<file path="src/rtl/rate_pacer.sv">
// Multi-channel fractional-interval tick pacer. Each channel runs a countdown
// plus fractional accumulator and buffers ticks in a saturating backlog.
module rate_pacer_ch #(
  parameter int INT_W        = 16,
  parameter int FRAC_W       = 16,
  parameter int BL_W         = 4,
  parameter int DEFAULT_INT  = 4,
  parameter int DEFAULT_FRAC = 0
) (
  input  logic              clk,
  input  logic              rst,
  input  logic              cfg_wr,
  input  logic [INT_W-1:0]  cfg_int,
  input  logic [FRAC_W-1:0] cfg_frac,
  input  logic              en,
  input  logic              ready,
  input  logic              ovf_clr,
  output logic              tick_valid,
  output logic [BL_W-1:0]   pend,
  output logic              overflow
);
  logic [INT_W-1:0]  per_int;
  logic [FRAC_W-1:0] per_frac, frac_acc, sum;
  logic [INT_W:0]    cnt;
  logic              slot, carry, accept, full, drop;

  assign slot         = en && (cnt == '0);
  assign {carry, sum} = {1'b0, frac_acc} + {1'b0, per_frac};
  assign accept       = (pend != '0) && ready;
  assign full         = &pend;
  assign drop         = slot && !accept && full;
  assign tick_valid   = (pend != '0);

  always_ff @(posedge clk or posedge rst) begin
    if (rst) begin
      per_int  <= INT_W'(DEFAULT_INT);
      per_frac <= FRAC_W'(DEFAULT_FRAC);
    end else if (cfg_wr) begin
      per_int  <= (cfg_int == '0) ? INT_W'(1) : cfg_int;
      per_frac <= cfg_frac;
    end
  end

  // Interval is per_int + carry cycles; cnt reloads one short because the slot cycle counts.
  always_ff @(posedge clk or posedge rst) begin
    if (rst) begin
      cnt      <= '0;
      frac_acc <= '0;
    end else if (!en) begin
      cnt      <= '0;
      frac_acc <= '0;
    end else if (slot) begin
      frac_acc <= sum;
      cnt      <= {1'b0, per_int} + {{INT_W{1'b0}}, carry} - (INT_W+1)'(1);
    end else begin
      cnt      <= cnt - (INT_W+1)'(1);
    end
  end

  always_ff @(posedge clk or posedge rst) begin
    if (rst)                             pend <= '0;
    else if (slot && !accept && !full)   pend <= pend + BL_W'(1);
    else if (!slot && accept)            pend <= pend - BL_W'(1);
  end

  // A drop in the same cycle as a clear keeps the flag set.
  always_ff @(posedge clk or posedge rst) begin
    if (rst)          overflow <= 1'b0;
    else if (drop)    overflow <= 1'b1;
    else if (ovf_clr) overflow <= 1'b0;
  end
endmodule

module rate_pacer #(
  parameter int NUM_CH       = 4,
  parameter int INT_W        = 16,
  parameter int FRAC_W       = 16,
  parameter int BL_W         = 4,
  parameter int DEFAULT_INT  = 4,
  parameter int DEFAULT_FRAC = 0,
  localparam int CH_W        = (NUM_CH > 1) ? $clog2(NUM_CH) : 1
) (
  input  logic                   clk,
  input  logic                   rst,
  input  logic                   cfg_we,
  input  logic [CH_W-1:0]        cfg_ch,
  input  logic [INT_W-1:0]       cfg_int,
  input  logic [FRAC_W-1:0]      cfg_frac,
  input  logic [NUM_CH-1:0]      ch_en,
  output logic [NUM_CH-1:0]      tick_valid,
  input  logic [NUM_CH-1:0]      tick_ready,
  output logic [NUM_CH*BL_W-1:0] backlog,
  output logic [NUM_CH-1:0]      overflow,
  input  logic                   ovf_clr
);
  logic [NUM_CH-1:0][BL_W-1:0] pend;

  assign backlog = pend;

  for (genvar i = 0; i < NUM_CH; i++) begin : g_ch
    rate_pacer_ch #(
      .INT_W(INT_W), .FRAC_W(FRAC_W), .BL_W(BL_W),
      .DEFAULT_INT(DEFAULT_INT), .DEFAULT_FRAC(DEFAULT_FRAC)
    ) u_ch (
      .clk       (clk),
      .rst       (rst),
      .cfg_wr    (cfg_we && (cfg_ch == CH_W'(i))),
      .cfg_int   (cfg_int),
      .cfg_frac  (cfg_frac),
      .en        (ch_en[i]),
      .ready     (tick_ready[i]),
      .ovf_clr   (ovf_clr),
      .tick_valid(tick_valid[i]),
      .pend      (pend[i]),
      .overflow  (overflow[i])
    );
  end
endmodule
</file>
<file path="config.mk">
export PLATFORM = sky130hd
export DESIGN_NAME = rate_pacer
export DESIGN_NICKNAME = d
export VERILOG_FILES = /design/src/rtl/rate_pacer.sv
export SDC_FILE = /design/constraint.sdc
export NUM_CORES = 1
export LEC_CHECK = 0
export BUFFER_PORTS_ARGS = -buffer_cell sky130_fd_sc_hd__buf_2
export CORE_AREA = 3 3 227 173
export CTS_CLUSTER_DIAMETER = 150
export DETAILED_ROUTE_END_ITERATION = 6
export DIE_AREA = 0 0 230 176
export PLACE_DENSITY = 0.61
export SYNTH_ARGS = -nofsm -noshare
export SYNTH_HDL_FRONTEND = slang
export SYNTH_HIERARCHICAL = 1
export SYNTH_SLANG_ARGS = --single-unit
</file>
<file path="constraint.sdc">
create_clock -name clk -period 3.6 [get_ports clk]
set_clock_uncertainty 0.15 [all_clocks]
set_input_delay 0.72 -clock clk [delete_from_list [all_inputs] [get_ports clk]]
set_output_delay 0.72 -clock clk [all_outputs]
set_load 0.005 [all_outputs]
</file>
# After elaboration in Yosys (flattened, before gate mapping)

Cells that the tools add are included.

Memories kept: 0
Memory bits (writable): 0
Output and inout port bits: 24
Input port bits: 46
Latch bits: 0
Register bits after elaboration: 280
Bits in read-only memories: 0
Word-level logic and storage cells: 147

Multipliers: 0
Reductions and logical operators: 62
Bitwise operators: 0
Eq/ne operators: 7
Muxes and demuxes: 30
Div/mod/pow operators: 0
Order comparisons: 0
Add/subtract/negate cells: 24
Shift operators: 0

Operators with widths:

| kind                  | count |
|---|---|
| $mux 16               | 9 |
| $mux 17               | 8 |
| $sub 17x1->17 const B | 8 |
| $add 16x1->17         | 4 |
| $add 16x16->17        | 4 |
| $logic_not 17->1      | 4 |
| $mux 4                | 8 |
| $logic_and 1x1->1     | 28 |
| $add 4x1->4 const B   | 4 |
| $logic_not 16->1      | 1 |
| $reduce_and 4->1      | 4 |
| $reduce_bool 2->1     | 8 |
| $reduce_bool 4->1     | 4 |
| $sub 4x1->4 const B   | 4 |
| $logic_not 1->1       | 12 |
| $ne 2x1->1 const B    | 4 |
| $mux 1                | 5 |
| $eq 2x2->1 const B    | 2 |
| $eq 2x1->1 const B    | 1 |
| $logic_not 2->1       | 1 |

# Depth between registers and ports, before layout

Depth after elaboration: 6
Mapped depth: 16
Depth with buffers taken out: 16

# Modules after synthesis

The synthesis kept the hierarchy.

By module, submodules not included:

| module                            | cells each | area each (sq um) | sequential area each (sq um) | instances |
|---|---|---|---|---|
| rate_pacer_ch at g_ch[0].u_ch ... | 413        | 4174.0            | 1752.9                       | 2 |
| rate_pacer_ch at g_ch[2].u_ch ... | 412        | 4155.2            | 1752.9                       | 2 |
| rate_pacer                        | 4          | 37.5              | 0.0                          | 1 |

# Worst setup path after synthesis

No wires, ideal clock.

Path type: reg-to-reg
Start: register g_ch[2].u_ch.per_frac[0]
End: register g_ch[2].u_ch.cnt[13]
Cell stages (with the launch flop): 17
Library setup time: 0.120 ns
Data arrival time: 3.267 ns
Slack: 0.063 ns
Data required time: 3.330 ns
Buffers on the path: 0
Period minus slack after synthesis: 3.537 ns
Cell sequence: dfrtp_1 ha_1 inv_1 fa_1 nand2b_1 a21oi_1 o21ai_0 a21oi_1 a31oi_1 o21a_1 ha_1 or4b_1 or2_1 nor3_2 nand2b_1 xnor2_1 o211a_1

Word-level cells in the longest chain between the ends: 5

Ends and longest elaborated chain:

| what                   | line | source |
|---|---|---|
| from (decl)            | 23   | `logic [FRAC_W-1:0] per_frac, frac_acc, sum;` |
| from (signal assigned) | 37   | `per_frac <= FRAC_W'(DEFAULT_FRAC);` |
| from (signal assigned) | 40   | `per_frac <= cfg_frac;` |
| $add 16x16->17         | 28   | `assign {carry, sum} = {1'b0, frac_acc} + {1'b0, per_frac};` |
| $add 16x1->17          | 54   | `cnt <= {1'b0, per_int} + {{INT_W{1'b0}}, carry} - (INT_W+1)'(1);` |
| $sub 17x1->17          | 54   |  |
| $mux 17                | 52   | `end else if (slot) begin` |
| $mux 17                | 49   | `end else if (!en) begin` |
| to (signal assigned)   | 54   |  |
| to (signal assigned)   | 56   | `cnt <= cnt - (INT_W+1)'(1);` |
| to (decl)              | 24   | `logic [INT_W:0] cnt;` |

No other way between the ends.
A chain may end at the register's enable or synchronous reset.

# Worst setup path after layout

Start: register g_ch[2].u_ch.frac_acc[0]
End: register g_ch[2].u_ch.cnt[12]

Word-level cells in the longest chain between the ends: 5

Ends and longest elaborated chain:

| what                   | line | source |
|---|---|---|
| from (decl)            | 23   |  |
| from (signal assigned) | 53   | `frac_acc <= sum;` |
| $add 16x16->17         | 28   |  |
| $add 16x1->17          | 54   |  |
| $sub 17x1->17          | 54   |  |
| $mux 17                | 52   |  |
| $mux 17                | 49   |  |

No other way between the ends.

==> results.md <==
* Worst setup SP type: register
* Residual DRC at 0
* Worst Path Max Fanout at 4
* TritonRoute pass-1 iters at 5
* FP Rows at 61
* Vias in the first global route at 12900
* Slew headroom at 0.408
* Clock sinks at 280
* Yosys reg bits at 280
* Largest family of logic cells by synthesized area: simple AND/OR/NAND/NOR gates
* Chip height at 176 um
* Worst reg-to-reg path cell count at 17
* R2r endpoint: g_ch[2].u_ch/cnt[12]
* FMAX at 288 MHz
* Flop2flop setup slack at 120 ps
* H-tree levels at 1
* Max Cap Viol at 0
* Top FF cell, synth: dfrtp_1
* Mean Syn Cell Area at 10.1 um2
* Crit path depth at 17
* Critical R2R Launch: g_ch[2].u_ch/frac_acc[0]
* Cell Area, Placed at 17900 um2
* CP max stage delay at 460 ps
* Post-Layout Cell Count at 2290
* Arrival time worst endpoint at 3820 ps
* CP Cell Sequence: ha_2 > inv_2 > fa_2 > nand2b_4 > a21oi_2 > o21ai_2 > a21oi_2 > a31oi_1 > o21a_1 > ha_2 > or4b_4 > or2_4 > nor3_4 > buf_4 > xor2_1 > o21ai_0 > nor2_1
* IO buf count at 69
* Top Ports at 70
* Synth cell count leaders: 276 x dfrtp_1, 140 x nand2_1, 130 x mux2_2, 92 x a21oi_1, 84 x ha_1
* First DRT Iteration DRCs at 913
* N_diodes at 0
* Worst vdd ir at 0.402 mV
* Core area at 37100 um2
* Final setup violating endpoints at 0
* PnR worst setup slack at 122 ps
* Compound-Gate Fraction of Synth Area at 0.141
* Post-synth EDFFs at 0
* Nets at 1900
* CP Capture Point: g_ch[2].u_ch/cnt[12]
* Hold Crit Class: primary input to async pin
* Crit path buf inv count at 2
* Mapped cell area at 16700 um2
* Synthesized Nets at 1792
* Initial antenna violation count at 3
* # placed instances at 2230
* Crit path from: g_ch[2].u_ch/frac_acc[0]
* Slew @ Worst Pin at 888 ps
* Placement Setup Slack at -58.0 ps
* Total Power at 14.1 mW
* Synth top area share at 0.414
* DIE WIDTH at 230 um
* Vias per cell at 5.73
* Distinct cells, synth at 69
* Post-Synth XOR/XNOR Area at 0.0650
* Async set-or-reset flop fraction in the synthesized netlist at 1.00
* CTS tree: built
* WL/cell at 18.9 um
* Req. time, crit path at 3940 ps
* Synth Instances at 1654
* Starting Density at 0.450
* Post-synth top area cell: dfrtp_1
* Final Hold Vio Count at 0
* Final Critical Period at 3480 ps
* Sequential share of the synthesized area at 0.420
* Worst path top cell family by delay: simple AND/OR/NAND/NOR gates
* Post-route cell area at 19200 um2
* Crit-path slowest cell: or4b_4
* Total routed wirelength at 43200 um
* Status: finished clean
* Post-synthesis simple-gate area fraction at 0.183
* Area Growth Syn to Fin at 15.0%
* Post-synthesis mux area share at 0.0889
* Hold WS at 75.9 ps
* Detailed Place HPWL at 30100 um
* TritonCTS buffer count at 30
* Ys Warns at 6
* RSZ-0062 raised after global routing: yes
* Crit Path Category: register to register
* Power Density at 735 nW/um2
* First-pass GRT wire length at 69900 um
* Pins Over Slew Limit at 0
* Total number of vias at 13100
* Layout cells sized above 1 at 0.226
* Clock transition at path regs at 60 ps
* Longest Clk Path Bufs at 3
* Final period utilization at 0.966
* Leakage at 8.26 nW
* Root buffer cell: clkbuf_16
* Total grt overflow at 0
* Worst setup EP type: register
* Placer Congestion at 0.830
* Adder-cell area share of the yosys netlist at 0.0725
* Pin count of the biggest net entering global routing at 71
* GR Util All Layers at 0.213
* Worst-skew pair later-pin latency at 570 ps
* Die ar. at 40500 um2
* Top cells by area, synth: dfrtp_1 41%, mux2_2 8.8%, ha_1 6.3%, xnor2_1 4.0%, nand2_1 3.1%
* Post-route ant nets at 0
* Most frequent cell after synthesis: dfrtp_1
-- where the power goes --
group          total, mW  switching, mW  internal [mW]  leakage, nW
clock network       3.41           1.32           2.09        0.538
registers           4.84          0.845           4.00         3.55
logic               5.86           3.18           2.69         4.17
-- logic make-up after synthesis --
group                      Yosys count
and+or+nand+nor                    558
AOI/OAI and AO/OA                  352
DFF                                280
muxes                              132
xor gates and xnor gates           124
buffers and inverters              116
adders and majority gates           92
-- state kept, by name, summed over array words and instances, names as in the netlist --
signal and cells:
g_ch.u_ch/cnt 68, g_ch.u_ch/frac_acc 64, g_ch.u_ch/per_frac 64, g_ch.u_ch/per_int 64, g_ch.u_ch/pend 16, g_ch.u_ch/overflow 4
-- worst reg2reg max path: cells and delay by family, from the launching register on --
| kind | cells | cell delay, ps |
|---|---|---|
| DFF | 1 | 380 |
| xor gates and xnor gates | 1 | 130 |
| adders and majority gates | 3 | 590 |
| and+or+nand+nor | 5 | 1240 |
| AOI/OAI and AO/OA | 6 | 700 |
| buffers and inverters | 2 | 210 |
-- layout make-up --
type,instances,area (um2)
clock buffers,42,897
clock inverters,14,203
fillers,3423,17900
inverters,48,180
multi-input cells,1258,9370
flip-flops and latches,280,7010
well taps,504,631
repair buffers,144,912
-- layout by cell type, fill, tap and decap left out, types with 48 or more instances in the layout --
master,instances
a21oi_1,87
buf_2,69
buf_4,74
dfrtp_1,276
ha_1,78
mux2_2,130
nand2_1,140
nand3_1,80
nor2_1,68
o21ai_0,52
xnor2_1,76
xor2_1,48
-- worst min path at each step --
stage,depth (start not counted),endpoint,start
2_1_floorplan,2,g_ch[0].u_ch/frac_acc[7],g_ch[0].u_ch/frac_acc[7]
3_3_place_gp,2,g_ch[1].u_ch/overflow,g_ch[1].u_ch/overflow
3_5_place_dp,2,g_ch[0].u_ch/overflow,g_ch[0].u_ch/overflow
4_1_cts,2,g_ch[1].u_ch/frac_acc[7],rst
5_1_grt,2,g_ch[1].u_ch/frac_acc[12],rst
6_report,2,g_ch[1].u_ch/frac_acc[8],rst
-- stage by stage --
stage | util | TNS (ps)
2_1_floorplan | - | 0
3_3_place_gp | 0.483 | 0
3_5_place_dp | 0.483 | -288
4_1_cts | 0.513 | 0
5_1_grt | 0.518 | -139
6_report | 0.518 | 0
-- routing by layer --
layer | global-route usage | wire length [um] | vias to the layer above | share of wire
met2 | 0.328 | 19000 | 293 | 0.44
met3 | 0.0439 | 2510 | 50 | 0.058
met5 | 0 | 0 | - | 0
met4 | 0.0460 | 883 | 0 | 0.020
met1 | 0.311 | 20800 | 6478 | 0.48
li1 | - | - | 6300 | -
-- repair_timing --
action | 4_1_cts | 5_1_grt
cloned | 0 | 0
setup endpoints to repair | 13 | 32
hold buffers | 0 | 0
setup buffers | 0 | 4
pin swaps | 0 | 16
gates resized for setup | 6 | 33
(Power assumes the default switching activity.)
